### config.mk
export PLATFORM = sky130hd
export DESIGN_NAME = timer_seq_ctrl_flat
export DESIGN_NICKNAME = d
export VERILOG_FILES = /design/src/rtl/timer_seq_ctrl_pkg.sv /design/src/rtl/timer_seq_ctrl_if.sv /design/src/rtl/timer_seq_ctrl_dn_counter.sv /design/src/rtl/timer_seq_ctrl.sv /design/src/flat_wrapper.sv
export SDC_FILE = /design/constraint.sdc
export NUM_CORES = 1
export LEC_CHECK = 0
export ABC_CLOCK_PERIOD_IN_PS = 2200
export CAP_MARGIN = 10
export CORE_MARGIN = 2
export CORE_UTILIZATION = 45
export DETAILED_ROUTE_END_ITERATION = 10
export PLACE_DENSITY = 0.71
export SKIP_CTS_REPAIR_TIMING = 1
export SLEW_MARGIN = 10
export SYNTH_ARGS = -nofsm -noshare
export SYNTH_HDL_FRONTEND = slang
export SYNTH_SLANG_ARGS = --single-unit
### constraint.sdc
create_clock -name clk -period 2.2 [get_ports clk]
set_input_delay 0.44 -clock clk [delete_from_list [all_inputs] [get_ports clk]]
set_output_delay 0.44 -clock clk [all_outputs]
set_load 0.03 [all_outputs]
### src/rtl/timer_seq_ctrl_pkg.sv
// Shared definitions for the timer sequencer: FSM state encodings, mode
// constants and the default counter width.
package timer_seq_ctrl_pkg;

    localparam int DEFAULT_WIDTH = 6;

    typedef enum logic [1:0] {
        ST_IDLE = 2'b00,
        ST_RUN  = 2'b01,
        ST_HOLD = 2'b10
    } state_t;

    localparam logic MODE_ONESHOT  = 1'b0;
    localparam logic MODE_PERIODIC = 1'b1;

endpackage

### src/rtl/timer_seq_ctrl_if.sv
// Host-side request/status bundle of the timer sequencer.
interface timer_seq_ctrl_if #(
    parameter int WIDTH = timer_seq_ctrl_pkg::DEFAULT_WIDTH
);
    logic             start;
    logic [WIDTH-1:0] load_val;
    logic             mode;
    logic             pause;
    logic             abort;
    logic [WIDTH-1:0] count;
    logic             busy;
    logic             done;
    logic [1:0]       state;

    modport master (
        output start, load_val, mode, pause, abort,
        input  count, busy, done, state
    );

    modport slave (
        input  start, load_val, mode, pause, abort,
        output count, busy, done, state
    );
endinterface

### src/rtl/timer_seq_ctrl_dn_counter.sv
// WIDTH-bit down-counter register: load has priority over decrement,
// is_one flags the terminal value one cycle before zero.
module dn_counter #(
    parameter int WIDTH = 6
) (
    input  logic             clk,
    input  logic             clr,
    input  logic             load,
    input  logic [WIDTH-1:0] load_data,
    input  logic             dec_en,
    output logic [WIDTH-1:0] count,
    output logic             is_one
);

    // Counter register with synchronous active-low clear
    always_ff @(posedge clk) begin
        if (!clr) begin
            count <= {WIDTH{1'b0}};
        end else if (load) begin
            count <= load_data;
        end else if (dec_en) begin
            count <= count - WIDTH'(1);
        end else begin
            count <= count;
        end
    end

    assign is_one = (count == WIDTH'(1));

endmodule

### src/rtl/timer_seq_ctrl.sv
// Down-counter sequencer: one-shot/periodic intervals with pause and abort,
// busy level and a registered one-cycle terminal-count pulse.
module timer_seq_ctrl
    import timer_seq_ctrl_pkg::*;
#(
    parameter int WIDTH = DEFAULT_WIDTH
) (
    input  logic                 clk,
    input  logic                 clr,
    timer_seq_ctrl_if.slave      bus
);

    state_t           state_r;
    logic             busy_r;
    logic             done_r;
    logic [WIDTH-1:0] reload_r;
    logic             mode_r;

    logic             ctl_load_s;
    logic [WIDTH-1:0] ctl_data_s;
    logic             ctl_dec_s;
    logic             is_one_s;
    logic             start_ok_s;

    assign start_ok_s = bus.start && (bus.load_val != {WIDTH{1'b0}});

    // Counter command decode; follows the same priority as the FSM below
    always_comb begin
        ctl_load_s = 1'b0;
        ctl_data_s = {WIDTH{1'b0}};
        ctl_dec_s  = 1'b0;
        case (state_r)
            ST_IDLE: begin
                if (bus.abort) begin
                    ctl_load_s = 1'b1;
                end else if (!bus.pause && start_ok_s) begin
                    ctl_load_s = 1'b1;
                    ctl_data_s = bus.load_val;
                end else begin
                    ctl_load_s = 1'b0;
                end
            end
            ST_RUN: begin
                if (bus.abort) begin
                    ctl_load_s = 1'b1;
                end else if (bus.pause) begin
                    ctl_dec_s = 1'b0;
                end else if (is_one_s && (mode_r == MODE_PERIODIC)) begin
                    ctl_load_s = 1'b1;
                    ctl_data_s = reload_r;
                end else begin
                    ctl_dec_s = 1'b1;
                end
            end
            ST_HOLD: begin
                if (bus.abort) begin
                    ctl_load_s = 1'b1;
                end else begin
                    ctl_load_s = 1'b0;
                end
            end
            default: begin
                ctl_load_s = 1'b1;
            end
        endcase
    end

    // Sequencer FSM with registered busy/done and latched interval settings
    always_ff @(posedge clk) begin
        if (!clr) begin
            state_r  <= ST_IDLE;
            busy_r   <= 1'b0;
            done_r   <= 1'b0;
            reload_r <= {WIDTH{1'b0}};
            mode_r   <= MODE_ONESHOT;
        end else begin
            done_r <= 1'b0;
            case (state_r)
                ST_IDLE: begin
                    if (!bus.abort && !bus.pause && bus.start) begin
                        if (start_ok_s) begin
                            reload_r <= bus.load_val;
                            mode_r   <= bus.mode;
                            state_r  <= ST_RUN;
                            busy_r   <= 1'b1;
                        end else begin
                            done_r <= 1'b1;
                        end
                    end
                end
                ST_RUN: begin
                    if (bus.abort) begin
                        state_r <= ST_IDLE;
                        busy_r  <= 1'b0;
                    end else if (bus.pause) begin
                        state_r <= ST_HOLD;
                    end else if (is_one_s) begin
                        done_r <= 1'b1;
                        if (mode_r == MODE_ONESHOT) begin
                            state_r <= ST_IDLE;
                            busy_r  <= 1'b0;
                        end
                    end
                end
                ST_HOLD: begin
                    if (bus.abort) begin
                        state_r <= ST_IDLE;
                        busy_r  <= 1'b0;
                    end else if (!bus.pause) begin
                        state_r <= ST_RUN;
                    end
                end
                default: begin
                    state_r <= ST_IDLE;
                    busy_r  <= 1'b0;
                end
            endcase
        end
    end

    dn_counter #(.WIDTH(WIDTH)) u_cnt (
        .clk       (clk),
        .clr       (clr),
        .load      (ctl_load_s),
        .load_data (ctl_data_s),
        .dec_en    (ctl_dec_s),
        .count     (bus.count),
        .is_one    (is_one_s)
    );

    assign bus.busy  = busy_r;
    assign bus.done  = done_r;
    assign bus.state = state_r;

endmodule

### src/flat_wrapper.sv
// flat-port wrapper written by rule: the top's interface ports become plain ports
module timer_seq_ctrl_flat import timer_seq_ctrl_pkg::*;
#(
    parameter int WIDTH = DEFAULT_WIDTH
)
  (clk, clr, bus_start, bus_load_val, bus_mode, bus_pause, bus_abort, bus_count, bus_busy, bus_done, bus_state);
  timer_seq_ctrl_if #(.WIDTH(WIDTH)) bus_i ();
  input  logic clk;
  input  logic clr;
  input wire logic [$bits(bus_i.start)-1:0] bus_start;
  input wire logic [$bits(bus_i.load_val)-1:0] bus_load_val;
  input wire logic [$bits(bus_i.mode)-1:0] bus_mode;
  input wire logic [$bits(bus_i.pause)-1:0] bus_pause;
  input wire logic [$bits(bus_i.abort)-1:0] bus_abort;
  output wire logic [$bits(bus_i.count)-1:0] bus_count;
  output wire logic [$bits(bus_i.busy)-1:0] bus_busy;
  output wire logic [$bits(bus_i.done)-1:0] bus_done;
  output wire logic [$bits(bus_i.state)-1:0] bus_state;
  assign bus_i.start = bus_start;
  assign bus_i.load_val = bus_load_val;
  assign bus_i.mode = bus_mode;
  assign bus_i.pause = bus_pause;
  assign bus_i.abort = bus_abort;
  assign bus_count = bus_i.count;
  assign bus_busy = bus_i.busy;
  assign bus_done = bus_i.done;
  assign bus_state = bus_i.state;
  timer_seq_ctrl #(.WIDTH(WIDTH)) u_core (.clk(clk), .clr(clr), .bus(bus_i));
endmodule
==> flow_summary.toml <==
[status]
outcome = "finished clean"

[setup_path]
timing.critical_path.to_type = "primary output"
timing.critical_path.arrival_ns = 1.60
rrSetupSlack_ns = 0.45
crit_start = "u_core.bus.state[0]"
critPathTopFamily = "buffers and inverters"
cpMaxStageDelayCell = "sky130_fd_sc_hd__clkdlybuf4s50_1"
crit-reg2reg-launch = "u_core.bus.state[0]"
worst_path_largest_cell_delay_ns = 0.74
timing.setup.critical_path_class = "register to primary output"
ff2ff_path_depth = 5
worstSetupStartpointType = "register"
cp.required_ns = 1.76
cp_cell_sequence = "clkdlybuf4s50_1"
cp_max_fo = 12
cp_num_buf_inv = 1
timing.rr.end = "u_core.u_cnt.count[5]"

[route]
dr.first_iter.drc_count = 37
post_drt_via_cell_ratio = 6.113
avgRoutedWirePerCell_um = 15.89
drt_pass1_iterations = 5
totalWireLength_um = 3099
via_count = 1192
antenna_violating_nets_post_route = 0
drcViolationCount = 0

[cts]
cts.clk_slew.worst_paths_ns = 0.12
ctsHtreeMaxLevel = 1
cts_root_buffer = "sky130_fd_sc_hd__clkbuf_4"
clock_path_buffers = 2
clock_sink_count = 17
tritoncts_clock_tree = "yes"
clock_insertion_delay_worst_skew_ns = 0.30
tritoncts.num_buffers = 3

[global_route]
grt_usage_pct = 24.41
grt_pass1_wl_um = 4974
grt_max_degree = 13
grt_remaining_overflow = 0
via_count_of_the_first_global_routing_pass = 1107
antenna_found_initial = 0

[layout]
drive_above_1_share_pct = 16.17
area_added_between_synthesis_and_finish_pct = 30.61
final_net_count = 182
num_antenna_cells = 0
postLayoutCoreUtil_pct = 63.33

[logic_synthesis]
number_of_nets_in_the_synthesized_netlist = 149
dominant_combinational_cell_family_by_area_after_synthesis = "compound AO/OA/AOI/OAI gates"
synth_xor_area_share_pct = 0
syn_inst = 135
synth-main-ff-cell = "sky130_fd_sc_hd__dfxtp_1"
share_of_synthesized_area_spent_on_multiplexers_pct = 1.020
synth-edff-count = 0
synth_adder_area_share_pct = 2.268
post_synth_num_cell_types = 47
ys_warn_count = 0
ys_ff_latch = 17
post_syn_area_per_cell_um2 = 8.175
post_synth_instance_area_mm2 = 0.001104
synth_simple_gate_area_share_pct = 30.16
synth_compound_gate_area_share_pct = 30.39
async_flop_share_pct = 0
synth-seq-area-share_pct = 30.84

[worst_hold_path]
min-delay-path-class = "register to register"
worst_hold_path.endpoint = "u_core.reload_r[5]"
hold_depth = 2
hold_path_startpoint = "u_core.reload_r[5]"

[sta]
timing.final.crit_period_ns = 2.042
max_freq_mhz = 489.7
worstMarginPinSlew_ns = 0.4650
grt_setup_unrepaired = "false"
finalMaxSlewViolations = 0
number_of_setup_violations_in_the_final_report = 0
setup_tns_ns = 0
finalClockSkew_ns = 0.007536
fin_crit_sh_pct = 92.83
final_hold_viol_count = 0
slew-limit-headroom_pct = 69.00

[power]
irDropWorstVdd_mv = 0.2993
power.density_cell_area_mw_per_mm2 = 483.8
cell_internal_pwr_mw = 0.4724
sw_frac_of_total_pct = 32.25
switching_power_mw = 0.2249
pwr-share-comb_pct = 25.6
p_leak_nw = 0.5176
seq_power_share_pct = 48.5
power.clock.fraction_pct = 26.0

[place]
portBuffers = 21
hpwl_um = 2347
gp_routability_congestion = 0.8717

[die]
core_mm2 = 0.002276
die_w_um = 53.52
floorplan.die_area_mm2 = 0.002864
effective_utilization_at_floorplan_pct = 48.49
floorplan.rows = 17
dieHeight_um = 53.52
design.portCount = 22

[run]
max_cap_viol_count = 0
-- metrics by stage --
stage / std cells / power, mW / hold slack [ns] / cell area [µm²] / worst slack, ns
finish: 195 / 0.6974 / 0.4862 / 1441 / 0.1578
global route: 195 / 0.7255 / 0.5201 / 1441 / 0.08772
CTS: 195 / 0.6949 / 0.4908 / 1441 / 0.1640
detailed placement: 191 / 0.5201 / 0.4745 / 1414 / 0.009958
global placement: 191 / 0.5184 / 0.4620 / 1414 / 0.05565
floorplan: 135 / 0.4446 / 0.4517 / 1104 / 0.4804
-- cell usage in the layout, fill, tap and decap left out, drive strengths merged, types with 2 or more instances in the layout --
master and count:
o21ai 7, a22o 2, nor2b 4, a21o 2
dfxtp 17, ha 2, a31oi 4, nand2 11
buf 13, a41oi 3, nor2 9, nor3 7
or4 2, nand3 6, nand3b 2, inv 7
clkdlybuf4s50 21, a21oi 14, o31ai 5, clkbuf 3
nand2b 3, a21boi 2
-- power groups by stage --
stage	Combinational (mW)	Sequential, mW	Clock, mW
floorplan	0.0893	0.355	0
global placement	0.174	0.344	0
detailed placement	0.176	0.344	0
CTS	0.177	0.337	0.181
global route	0.194	0.339	0.192
finish	0.178	0.338	0.181
-- sequential cells by signal, indices dropped and copies added (netlist names) --
signal              count
u_core.u_cnt.count      6
u_core.mode_r           1
u_core.reload_r         6
u_core.bus.done         1
u_core.bus.busy         1
u_core.bus.state        2
-- Yosys cell counts (3+ instances only) --
library cell / instances / area share [%]
sky130_fd_sc_hd__inv_1: 7 / 2.4
sky130_fd_sc_hd__nand3_1: 6 / 2.7
sky130_fd_sc_hd__nand2b_1: 3 / 1.7
sky130_fd_sc_hd__a21oi_1: 14 / 6.3
sky130_fd_sc_hd__nor2_1: 9 / 3.1
sky130_fd_sc_hd__nand2_1: 11 / 3.7
sky130_fd_sc_hd__a31oi_1: 4 / 2.3
sky130_fd_sc_hd__dfxtp_1: 17 / 31
sky130_fd_sc_hd__a41oi_1: 3 / 2.4
sky130_fd_sc_hd__nor2b_1: 4 / 2.3
sky130_fd_sc_hd__nor3_1: 5 / 2.3
sky130_fd_sc_hd__clkbuf_1: 3 / 1.0
sky130_fd_sc_hd__o31ai_1: 4 / 2.7
sky130_fd_sc_hd__o21ai_0: 7 / 3.2
-- worst max-delay path by stage --
stage / end / slack (ns) / cells past startpoint
4_1_cts: bus_state[0] / 0.16 / 1
5_1_grt: bus_state[0] / 0.09 / 1
6_report: bus_state[0] / 0.16 / 1
3_5_place_dp: u_core.u_cnt.count[2] / 0.01 / 5
2_1_floorplan: u_core.u_cnt.count[2] / 0.48 / 5
3_3_place_gp: u_core.u_cnt.count[2] / 0.06 / 5
-- layer usage --
metal	vias to the layer above	track usage [%]	share of wire, %
met5	-	0	0
met4	0	11.54	2.2
met3	12	3.955	8.6
met2	52	40.12	48
met1	553	30.97	42
li1	575	-	-
-- layout make-up --
cell class / instances / area (µm²)
fillers: 197 / 834.6
clock inverters: 1 / 5.005
multi-input cells: 105 / 704.4
flip-flops and latches: 17 / 340.3
repair buffers: 34 / 307.8
well taps: 28 / 35.03
clock buffers: 3 / 22.52
inverters: 7 / 26.28
-- cells by family (layout without fill, tap and decap cells) --
| group | count (synthesis) | after routing |
|---|---|---|
| and+or+nand+nor | 55 | 55 |
| AOI/OAI and AO/OA | 47 | 47 |
| DFF | 17 | 17 |
| buffers and inverters | 13 | 45 |
| adders and majority gates | 2 | 2 |
| muxes | 1 | 1 |
Power figures use the tool's default switching activity.
